$ cat src/rtl/ball_centroid_pkg.sv
// Shared widths, RGB565 field positions and FSM encoding for the ball centroid block.
package ball_centroid_pkg;

  localparam int unsigned CntW = 12;
  localparam int unsigned SumW = 20;
  localparam int unsigned PosW = 8;

  // RGB565 field positions
  localparam int unsigned RMsb = 15;
  localparam int unsigned RLsb = 11;
  localparam int unsigned GMsb = 10;
  localparam int unsigned GLsb = 5;
  localparam int unsigned BMsb = 4;
  localparam int unsigned BLsb = 0;

  localparam logic [CntW-1:0] CntMax = '1;

  typedef enum logic [1:0] {
    StAccum,
    StDivX,
    StDivY,
    StHold
  } state_e;

endpackage

$ cat src/rtl/ball_centroid_seq_divider.sv
// Restoring shift-subtract divider: one quotient bit per cycle, SumW cycles per divide.
// o_done is high in the cycle of the final step; o_quotient is then the finished quotient.
module seq_divider
  import ball_centroid_pkg::*;
(
  input  logic            clk,
  input  logic            rst,
  input  logic            i_start,
  input  logic [SumW-1:0] i_dividend,
  input  logic [CntW-1:0] i_divisor,
  output logic            o_busy,
  output logic            o_done,
  output logic [SumW-1:0] o_quotient
);

  logic [SumW-1:0] r_quo;
  logic [CntW-1:0] r_rem;
  logic [CntW-1:0] r_den;
  logic [4:0]      r_step;
  logic            r_busy;

  logic [CntW:0]   w_shift;
  logic [CntW:0]   w_diff;
  logic            w_ge;
  logic [CntW-1:0] w_rem_next;
  logic [SumW-1:0] w_quo_next;
  logic            w_last;

  // One restoring step: shift in the next dividend bit, subtract if it fits.
  always_comb begin
    w_shift    = {r_rem, r_quo[SumW-1]};
    w_diff     = w_shift - {1'b0, r_den};
    w_ge       = (w_shift >= {1'b0, r_den});
    w_rem_next = w_ge ? w_diff[CntW-1:0] : w_shift[CntW-1:0];
    w_quo_next = {r_quo[SumW-2:0], w_ge};
    w_last     = (r_step == 5'(SumW - 1));
  end

  assign o_busy     = r_busy;
  assign o_done     = r_busy && w_last;
  assign o_quotient = w_quo_next;

  // Divider registers; a start always wins, even in the final-step cycle.
  always_ff @(posedge clk) begin
    if (rst) begin
      r_quo  <= '0;
      r_rem  <= '0;
      r_den  <= '0;
      r_step <= '0;
      r_busy <= 1'b0;
    end else if (i_start) begin
      r_quo  <= i_dividend;
      r_rem  <= '0;
      r_den  <= i_divisor;
      r_step <= '0;
      r_busy <= 1'b1;
    end else if (r_busy) begin
      r_quo  <= w_quo_next;
      r_rem  <= w_rem_next;
      r_step <= r_step + 5'd1;
      if (w_last) begin
        r_busy <= 1'b0;
      end
    end
  end

endmodule

$ cat src/rtl/ball_centroid.sv
// Ball centroid: counts red ball pixels per frame and reports the floor-mean position.
// Accumulation of the next frame runs while the previous frame is divided and held.
module ball_centroid
  import ball_centroid_pkg::*;
#(
  parameter int unsigned LINE_W  = 160,
  parameter logic [4:0]  R_MIN   = 5'd20,
  parameter logic [5:0]  G_MAX   = 6'd24,
  parameter logic [4:0]  B_MAX   = 5'd12,
  parameter logic [11:0] MIN_PIX = 12'd4
) (
  input  logic        clk,
  input  logic        rst,
  input  logic        pix_we,
  input  logic [15:0] pix_data,
  input  logic        frame_start,
  output logic        res_valid,
  input  logic        res_ready,
  output logic        res_found,
  output logic [7:0]  res_x,
  output logic [7:0]  res_y,
  output logic [11:0] res_count,
  output logic        overrun
);

  localparam logic [PosW-1:0] XLast = 8'(LINE_W - 1);

  state_e r_state, w_state_d;

  logic [PosW-1:0] r_x, r_y, w_x_cur, w_y_cur;
  logic [CntW-1:0] r_cnt, w_cnt_cur;
  logic [SumW-1:0] r_sx, r_sy, w_sx_cur, w_sy_cur;
  logic [SumW-1:0] r_snap_sy;
  logic            r_found, r_overrun;
  logic [7:0]      r_res_x, r_res_y;
  logic [CntW-1:0] r_res_count;
  logic            w_ball;

  logic            w_div_start, w_div_busy, w_div_done;
  logic [SumW-1:0] w_div_dividend, w_div_quo;
  logic [CntW-1:0] w_div_divisor;
  logic            w_unused_div;

  // Ball-pixel test; a frame_start clears the running state before this cycle's pixel.
  always_comb begin
    w_ball    = (pix_data[RMsb:RLsb] >= R_MIN) && (pix_data[GMsb:GLsb] <= G_MAX) &&
                (pix_data[BMsb:BLsb] <= B_MAX);
    w_x_cur   = frame_start ? '0 : r_x;
    w_y_cur   = frame_start ? '0 : r_y;
    w_cnt_cur = frame_start ? '0 : r_cnt;
    w_sx_cur  = frame_start ? '0 : r_sx;
    w_sy_cur  = frame_start ? '0 : r_sy;
  end

  // Position counters and accumulators; all three freeze once the count saturates.
  always_ff @(posedge clk) begin
    if (rst) begin
      r_x   <= '0;
      r_y   <= '0;
      r_cnt <= '0;
      r_sx  <= '0;
      r_sy  <= '0;
    end else begin
      r_x   <= w_x_cur;
      r_y   <= w_y_cur;
      r_cnt <= w_cnt_cur;
      r_sx  <= w_sx_cur;
      r_sy  <= w_sy_cur;
      if (pix_we) begin
        if (w_x_cur == XLast) begin
          r_x <= '0;
          r_y <= (w_y_cur == 8'hFF) ? w_y_cur : w_y_cur + 8'd1;
        end else begin
          r_x <= w_x_cur + 8'd1;
        end
        if (w_ball && (w_cnt_cur != CntMax)) begin
          r_cnt <= w_cnt_cur + 12'd1;
          r_sx  <= w_sx_cur + SumW'(w_x_cur);
          r_sy  <= w_sy_cur + SumW'(w_y_cur);
        end
      end
    end
  end

  // Next-state and divider control; x divide uses the live sums, y the snapshot.
  always_comb begin
    w_state_d      = r_state;
    w_div_start    = 1'b0;
    w_div_dividend = r_sx;
    w_div_divisor  = r_cnt;
    case (r_state)
      StAccum: begin
        if (frame_start) begin
          if (r_cnt >= MIN_PIX) begin
            w_state_d   = StDivX;
            w_div_start = 1'b1;
          end else begin
            w_state_d = StHold;
          end
        end
      end
      StDivX: begin
        w_div_dividend = r_snap_sy;
        w_div_divisor  = r_res_count;
        if (w_div_done) begin
          w_state_d   = StDivY;
          w_div_start = 1'b1;
        end
      end
      StDivY: begin
        if (w_div_done) begin
          w_state_d = StHold;
        end
      end
      StHold: begin
        if (res_ready) begin
          w_state_d = StAccum;
        end
      end
      default: w_state_d = StAccum;
    endcase
  end

  // State register.
  always_ff @(posedge clk) begin
    if (rst) begin
      r_state <= StAccum;
    end else begin
      r_state <= w_state_d;
    end
  end

  // Result registers: snapshot on accepted frame_start, quotients as each divide ends.
  always_ff @(posedge clk) begin
    if (rst) begin
      r_snap_sy   <= '0;
      r_res_count <= '0;
      r_found     <= 1'b0;
      r_res_x     <= '0;
      r_res_y     <= '0;
      r_overrun   <= 1'b0;
    end else begin
      if (frame_start && (r_state != StAccum)) begin
        r_overrun <= 1'b1;
      end
      case (r_state)
        StAccum: begin
          if (frame_start) begin
            r_snap_sy   <= r_sy;
            r_res_count <= r_cnt;
            r_found     <= (r_cnt >= MIN_PIX);
            r_res_x     <= '0;
            r_res_y     <= '0;
          end
        end
        StDivX: if (w_div_done) r_res_x <= w_div_quo[7:0];
        StDivY: if (w_div_done) r_res_y <= w_div_quo[7:0];
        default: ;
      endcase
    end
  end

  seq_divider u_div (
    .clk        (clk),
    .rst        (rst),
    .i_start    (w_div_start),
    .i_dividend (w_div_dividend),
    .i_divisor  (w_div_divisor),
    .o_busy     (w_div_busy),
    .o_done     (w_div_done),
    .o_quotient (w_div_quo)
  );

  // Centroids never exceed 8 bits; the upper quotient bits and busy are not needed here.
  assign w_unused_div = w_div_busy ^ (^w_div_quo[SumW-1:8]);

  assign res_valid = (r_state == StHold);
  assign res_found = r_found;
  assign res_x     = r_res_x;
  assign res_y     = r_res_y;
  assign res_count = r_res_count;
  assign overrun   = r_overrun;

endmodule

$ cat config.mk
export PLATFORM = sky130hd
export DESIGN_NAME = ball_centroid
export DESIGN_NICKNAME = d
export VERILOG_FILES = /design/src/rtl/ball_centroid_pkg.sv /design/src/rtl/ball_centroid_seq_divider.sv /design/src/rtl/ball_centroid.sv
export SDC_FILE = /design/constraint.sdc
export NUM_CORES = 1
export LEC_CHECK = 0
export BUFFER_PORTS_ARGS = -buffer_cell sky130_fd_sc_hd__buf_2
export CAP_MARGIN = 20
export CORE_MARGIN = 1
export CORE_UTILIZATION = 55
export DETAILED_ROUTE_END_ITERATION = 10
export PLACE_DENSITY_LB_ADDON = 0.1
export SLEW_MARGIN = 30
export SYNTH_ARGS = -nofsm -noshare
export SYNTH_HDL_FRONTEND = slang
export SYNTH_SLANG_ARGS = --single-unit
$ cat constraint.sdc
create_clock -name clk -period 3.59 [get_ports clk]
set_input_delay 0.359 -clock clk [delete_from_list [all_inputs] [get_ports clk]]
set_output_delay 0.359 -clock clk [all_outputs]
set_load 0.005 [all_outputs]
==> impl_metrics.ini, run 1 <==
[synth]
ys_ff_latch = 170
ys.flop_type = dfxtp_1
synth-xor-area-share_pct = 6.629
yosys.cell_types.count = 72
synth_top_family_by_area = simple AND/OR/NAND/NOR gates
yosys_warnings = 0
yosys.area.top_type = dfxtp_1
synth-edff-count = 0
netlist_instances = 1060
synthAdderAreaFrac_pct = 5.004
synth_area_mm2 = 0.008852
ys_seq_area_share_pct = 38.45
yosys.area_share.simple_pct = 22.22
muxShareOfSynthArea_pct = 5.569
synth_compound_area_share_pct = 17.81
syn_nets = 1111
yosys-top-cells-area = dfxtp_1, nor2_1, mux2i_1
synth.top_cell.area_share_pct = 38.45
synth-async-reset-ratio_pct = 0
avgSynthCellArea_um2 = 8.351

[routing]
vias = 7314
ant_nets = 0
dr.pass1.iters = 5
vias_per_cell = 5.622
initialDrtViolationCount = 400
drc_errors = 0
wirelength_um = 19760
routedWlPerCell_um = 15.19

[grt]
antenna_found_initial = 0
grt_usage_pct = 24.95
grt_pass1_vias = 6719
grt-ovfl-total = 0
grt_max_degree = 75
grt_pass1_wl_um = 32890

[timing]
fin_skew_ns = 0.01068
period_share_pct = 78.24
slew_headroom_pct = 40.88
hold_violations = 0
period_needed_ns = 2.809
setup-tns-final_ns = 0
fmax_ghz = 0.3560
fin_ws_ns = 0.7813
drv_slew = 0
worst_slew_pin_slew_ns = 0.8744
setup_viol = 0
rsz0062_at_grt = no

[placement]
post-place-ws_ns = 0.4827
gp_congestion = 0.7944
hpwl_um = 13490
io_buffers = 49

[die]
ioPinCount = 52
core_area_mm2 = 0.01577
rows = 46
die_x_um = 128.9
initial_core_util_pct = 56.13
dieArea_mm2 = 0.01661
die-height_um = 128.9

[min_path]
min_delay_path_depth = 3
hp-class = in -> reg
min_to = r_x[0]$_SDFF_PP0_
worstHoldStart = pix_we

[pwr]
vdd_drop_max_mv = 0.3343
power.density_mw_per_mm2 = 428.9
p_leak_nw = 3.726

[finish]
fillers = 1472
layout_common_cells = dfxtp_1, nor2_1, nand2_1, a21oi_1, a211oi_1
drive_above_1_share_pct = 10.78
register_area_mm2 = 0.003405
nets = 1124
area_growth_pct = 11.02
diodes = 0
layout_commonest_cell = dfxtp_1
multiInputGateArea_mm2 = 0.005096

[worst_setup_path]
startpoint_type = register
timing.rr.start = r_x[0]$_SDFF_PP0_
critPathKind = reg -> reg
cp_data_arrival_time_ns = 3.12
worst_setup_path_end_kind = register
rr_endpoint = r_sx[14]$_SDFF_PP0_
crit_fanout = 6
ff2ff_path_depth = 10
cp_data_required_time_ns = 3.90
reg2reg_slack_ns = 0.78

[clocking]
cts_hold_buf = 0
cts_max_level = 4
cts.sinks = 170
root_buffer = clkbuf_16
cts_tree = yes
post_cts_buffers = 0
clk_latency_ns = 0.43
cts_buffers = 17
path_clk_slew_ns = 0.06
clockBufferDepth = 2
cts_resized = 0

[outcome]
status = finished clean

[run]
drv_cap = 0
logic make-up after synthesis:
logic type               count (synthesis)
XOR/XNOR                                67
flip-flops                             170
multiplexers                            49
adder cells (fa/ha/maj)                 36
AO/OA/AOI/OAI                          235
buffers and inverters                   98
AND/OR/NAND/NOR                        405
synth_stat cells, drive strengths merged (8+ instances only):
| cell | n |
|---|---|
| dfxtp | 170 |
| nor2 | 128 |
| nand2 | 119 |
| a21oi | 69 |
| a211oi | 57 |
| clkbuf | 57 |
| nor2b | 48 |
| mux2i | 47 |
| xnor2 | 37 |
| xor2 | 30 |
| ha | 29 |
| o21ai | 27 |
| inv | 25 |
| nand3 | 23 |
| and3 | 17 |
| a22oi | 16 |
| buf | 16 |
| nand4 | 13 |
| nor3 | 12 |
| o211ai | 9 |
| nand2b | 8 |
worst max-delay path: stages (launching register included):
cell and delay, ns:
dfxtp_1 0.32, nor2b_1 0.32, ha_1 0.25, ha_1 0.23
a221o_1 0.13, and3_1 0.23, a31oi_1 0.15, o31a_1 0.33
nor3_4 0.30, nand4_1 0.15, mux2_2 0.28
metrics by stage:
step           hold slack, ns  area, um2  power [mW]  util [%]  std cells
6_report               0.2922       9828       4.216     62.32       1301
5_1_grt                0.3158       9828       4.364     62.32       1301
4_1_cts                0.2786       9826       4.259     62.31       1301
3_5_place_dp           0.4434       9245       2.440     58.62       1270
3_3_place_gp           0.4344       9245       2.437     58.62       1270
2_1_floorplan          0.4273       8852       2.301         -       1060
area by class of cell:
cell class                      count  share of cell area [%]
Inverter                           25                  0.9548
Clock inverter                      8                  0.9421
Multi-Input combinational cell    792                   51.85
Timing Repair Buffer               67                   3.896
Sequential cell                   170                   34.64
Tap cell                          216                   2.750
Clock buffer                       23                   4.965
how the worst max path moves through the flow:
stage	startpoint	slack (ns)	end
floorplan	frame_start	0.1	r_sx[14]$_SDFF_PP0_
global placement	frame_start	0.56	r_sx[14]$_SDFF_PP0_
detailed placement	frame_start	0.48	r_sx[14]$_SDFF_PP0_
CTS	r_x[0]$_SDFF_PP0_	0.77	r_sx[14]$_SDFF_PP0_
global route	r_x[1]$_SDFF_PP0_	0.52	r_y[5]$_SDFF_PP0_
finish	r_x[0]$_SDFF_PP0_	0.78	r_sx[14]$_SDFF_PP0_
metal layers:
| metal | vias to the layer above | routed length, um | share of wire [%] | track usage [%] |
|---|---|---|---|---|
| met3 | 16 | 630 | 3.2 | 3.534 |
| li1 | 3765 | - | - | - |
| met4 | 0 | 172 | 0.87 | 7.751 |
| met1 | 3435 | 9806 | 50 | 34.30 |
| met2 | 98 | 9148 | 46 | 40.45 |
| met5 | - | 0 | 0 | 0 |
state kept, by name (all words and copies together) (netlist names), 12 cells and up:
| name | cells |
|---|---|
| u_div.r_quo | 20 |
| u_div.r_den | 12 |
| res_count | 12 |
| r_sy | 20 |
| r_snap_sy | 20 |
| r_cnt | 12 |
| r_sx | 20 |
| u_div.r_rem | 12 |
report_power, final:
group	switching [mW]	internal [mW]
Combinational	0.333	0.143
Sequential	0.0165	1.90
Clock	0.731	1.09
Total	1.08	3.14
Note: power is estimated with default switching activity, not from simulation.
==> run 2, diff against run 1 <==
clock period = 2.5 ns   (was 3.59 ns; I/O delays follow)
==> impl_metrics.ini, run 2 (synthesis gave the netlist of run 1 again) <==
[finish]
layout_commonest_cell = dfxtp_1
layout_common_cells = dfxtp_1, nor2_1, nand2_1, a21oi_1, buf_4
nets = 1178
stdcell_count = 1355
diodes = 0
final_util_pct = 65.96
fillers = 1411
drive_above_1_share_pct = 16.77
area_growth_pct = 17.51
final_area_mm2 = 0.01040

[timing]
setup-tns-final_ns = 0
drv_slew = 0
fin_skew_ns = 0.008598
setup_viol = 0
slew_headroom_pct = 51.96
worst_slew_pin_slew_ns = 0.7175
period_share_pct = 96.68
hold_violations = 0
period_needed_ns = 2.417
rsz0062_at_grt = yes
fmax_ghz = 0.4138

[placement]
gp_congestion = 0.8256
placed_cell_area_mm2 = 0.009728
hpwl_um = 14280
io_buffers = 49
dp.cells = 1322

[routing]
vias_per_cell = 5.593
ant_nets = 0
dr.pass1.iters = 5
routedWlPerCell_um = 15.31
initialDrtViolationCount = 418
vias = 7579
drc_errors = 0
wirelength_um = 20740

[worst_setup_path]
crit_fanout = 6
critical_path.top_delay_family = compound AO/OA/AOI/OAI gates
crit_buf_inv = 1
cpPeakStageDelay_ns = 0.47
crit_chain = nor2b_2 > ha_2 > buf_4 > maj3_2 > o211ai_1 > a211oi_2 > a221o_2 > nand4_1 > xor2_1 > nor2_1
cp_slowest_cell = a221o_2
cp_data_arrival_time_ns = 2.73
startpoint_type = register
critPathKind = reg -> reg
worst_setup_path_end_kind = register
cp_data_required_time_ns = 2.81

[run]
drv_cap = 0

[die]
die-height_um = 128.9
rows = 46
dieArea_mm2 = 0.01661
core_area_mm2 = 0.01577
initial_core_util_pct = 56.13
die_x_um = 128.9
ioPinCount = 52

[clocking]
root_buffer = clkbuf_16
cts_hold_buf = 0
cts_max_level = 4
clk_latency_ns = 0.43
cts_tree = yes
path_clk_slew_ns = 0.07
cts_buffers = 17
clockBufferDepth = 2
cts.sinks = 170

[pwr]
seq_power_share_pct = 44.3
pwr-share-clk_pct = 44.1
combPwrFrac_pct = 11.6
p_leak_nw = 4.024
finalPower_mw = 6.231
power.density_mw_per_mm2 = 599.0
internal_power_mw = 4.624
switchingPower_mw = 1.608
switching_share_pct = 25.80
vdd_drop_max_mv = 0.5067

[min_path]
hp-class = in -> reg

[grt]
antenna_found_initial = 0
grt_pass1_wl_um = 34630
grt_pass1_vias = 7011
grt_usage_pct = 26.39
grt-ovfl-total = 0
grt_max_degree = 74

[outcome]
status = finished clean
## run 2: through the flow
stage               setup WS [ns]  hold slack (ns)
floorplan                 -0.1852           0.4273
global placement         -0.05570           0.4390
detailed placement       -0.07927           0.4427
CTS                      0.008548           0.1041
global route             -0.03163           0.1079
finish                    0.08308           0.1221
## run 2: layout make-up
type                            count  area, um2  share of cell area, %
Clock buffer                       22      474.2                  4.559
Clock inverter                      9      137.6                  1.323
Inverter                           25      93.84                 0.9021
Multi-Input combinational cell    792       5169                  49.69
Sequential cell                   170       3407                  32.75
Tap cell                          216      270.3                  2.598
Timing Repair Buffer              121      850.8                  8.179
## run 2: final timing paths
path / from / endpoint / depth (start not counted) / slack [ns]
worst max-delay path: r_sx[0]$_SDFF_PP0_ / r_sx[13]$_SDFF_PP0_ / 10 / 0.08
worst min-delay path: rst / res_found$_SDFFE_PP0P_ / 2 / 0.12
worst max register to register: r_sx[0]$_SDFF_PP0_ / r_sx[13]$_SDFF_PP0_ / 10 / 0.08
worst min register to register: res_x[7]$_SDFFE_PP0P_ / res_x[7]$_SDFFE_PP0P_ / 2 / 0.45
## run 2: what timing repair did
| item | CTS | global route |
|---|---|---|
| gates resized for setup | 0 | 14 |
| endpoints found under the setup margin | 0 | 28 |
| buffers inserted | 0 | 2 |
## run 2: worst register-to-register path, cell delays in order, from the launching register on
cell and delay (ns):
dfxtp_2 0.32, nor2b_2 0.15, ha_2 0.21, buf_4 0.13, maj3_2 0.30, o211ai_1 0.27, a211oi_2 0.12, a221o_2 0.47
nand4_1 0.14, xor2_1 0.14, nor2_1 0.05
## run 2: routing by layer
metal | part of all wire [%] | global-route usage (%)
met1 | 49 | 35.51
met2 | 46 | 43.12
met3 | 3.2 | 4.948
met4 | 0.95 | 7.474
met5 | 0 | 0
## run 2: power by group through the flow
| stage | clock network (mW) | logic (mW) | registers [mW] |
|---|---|---|---|
| after floorplan | 0 | 0.503 | 2.81 |
| after global placement | 0 | 0.718 | 2.82 |
| after detailed placement | 0 | 0.722 | 2.82 |
| after CTS | 2.80 | 0.726 | 2.76 |
| after global routing | 2.92 | 0.787 | 2.76 |
| final | 2.75 | 0.724 | 2.76 |
==> run 3, diff against run 2 <==
PLACE_DENSITY = 0.79   (was not set)
PLACE_DENSITY_LB_ADDON = not set   (was 0.1)
==> impl_metrics.ini, run 3 (synthesis gave the netlist of run 1 again) <==
[outcome]
status = finished clean

[clocking]
cts_max_level = 4
root_buffer = clkbuf_16
cts_tree = yes
cts_hold_buf = 0
cts_buffers = 17
post_cts_buffers = 0
clockBufferDepth = 2
clk_latency_ns = 0.43
cts.sinks = 170
path_clk_slew_ns = 0.07

[routing]
routedWlPerCell_um = 15.56
ant_nets = 0
vias = 7673
initialDrtViolationCount = 570
vias_per_cell = 5.679
drc_errors = 0
wirelength_um = 21020
dr.pass1.iters = 6

[timing]
period_needed_ns = 2.376
slew_headroom_pct = 54.18
hold_ws_ns = 0.1583
worst_slew_pin_slew_ns = 0.6873
drv_slew = 0
fmax_ghz = 0.4209
hold_violations = 0
rsz0062_at_grt = no
fin_skew_ns = 0.007820
period_share_pct = 95.04
setup_viol = 0

[worst_setup_path]
critPathKind = reg -> reg
crit_fanout = 4
timing.rr.start = r_sx[0]$_SDFF_PP0_
worst_setup_path_end_kind = register
crit_start = r_sx[0]$_SDFF_PP0_
reg2reg_slack_ns = 0.12
cp_data_required_time_ns = 2.82
cp_data_arrival_time_ns = 2.70
startpoint_type = register

[die]
dieArea_mm2 = 0.01661
die-height_um = 128.9
core_area_mm2 = 0.01577
die_x_um = 128.9
ioPinCount = 52
rows = 46
initial_core_util_pct = 56.13

[finish]
final_util_pct = 65.57
drive_above_1_share_pct = 16.30
nets = 1173
final_area_mm2 = 0.01034
layout_commonest_cell = dfxtp_1
fillers = 1313
layout_common_cells = dfxtp_1, nor2_1, nand2_1, a21oi_1, buf_4
stdcell_count = 1351
area_growth_pct = 16.82
diodes = 0

[placement]
io_buffers = 49
placed_cell_area_mm2 = 0.009693
dp.cells = 1319
gp_congestion = 0.8577
hpwl_um = 14440

[grt]
grt_usage_pct = 25.79
grt-ovfl-total = 0
grt_max_degree = 74
grt_pass1_vias = 7025
grt_pass1_wl_um = 33950
antenna_found_initial = 0

[pwr]
power.density_mw_per_mm2 = 595.3
finalPower_mw = 6.156
p_leak_nw = 4.010
vdd_drop_max_mv = 0.6184

[run]
drv_cap = 0

[min_path]
hp-class = in -> reg
worstHoldStart = rst
run 3: cell types whose count changed in the layout (fill, tap and decap cells not counted), sizes merged:
| cell | before | now |
|---|---|---|
| clkinvlp | 1 | 0 |
| clkbuf | 22 | 18 |
| clkinv | 3 | 9 |
| buf | 121 | 116 |
run 3: path summary, 6_finish.rpt:
path / to / depth (start not counted)
worst max-delay path: r_sx[14]$_SDFF_PP0_ / 10
worst min-delay path: r_sx[0]$_SDFF_PP0_ / 2
worst max register to register: r_sx[14]$_SDFF_PP0_ / 10
worst min register to register: r_snap_sy[19]$_SDFFE_PP0P_ / 2
run 3: worst max-delay path, cell delays in order, from the launching register on:
cell     delay [ns]
dfxtp_2        0.34
nor2b_2        0.16
ha_2           0.19
ha_4           0.15
a221o_1        0.26
and3_4         0.20
a31oi_2        0.20
o31a_1         0.26
nor3_4         0.07
nand4_1        0.09
mux2_2         0.33
run 3: layer usage:
layer  part of all wire, %  track usage [%]
met3                   5.5            4.782
met2                    46            41.69
met5                     0                0
met1                    47            34.77
met4                   1.3            8.235
run 3: repair_timing:
action | 4_1_cts | 5_1_grt
gates resized for setup | 1 | 11
cloned | 0 | 0
setup endpoints to repair | 1 | 25
pin swaps | 0 | 4
run 3: power breakdown:
group | internal, mW | total (mW) | switching [mW]
logic | 0.226 | 0.699 | 0.474
clock network | 1.58 | 2.70 | 1.12
registers | 2.73 | 2.76 | 0.0260
run 3: through the flow:
step	TNS (ns)	setup slack (ns)
3_3_place_gp	-0.004703	-0.004703
2_1_floorplan	-0.3534	-0.1852
5_1_grt	0	0
4_1_cts	0	0.01839
3_5_place_dp	-0.1597	-0.06180
6_report	0	0.1239
run 3: final cells by class:
cell class	count	area, um2	share of cell area (%)
Clock buffer	18	429.2	4.150
Clock inverter	14	171.4	1.658
Inverter	25	93.84	0.9074
Multi-Input combinational cell	792	5169	49.98
Sequential cell	170	3407	32.95
Tap cell	216	270.3	2.613
Timing Repair Buffer	116	800.8	7.743
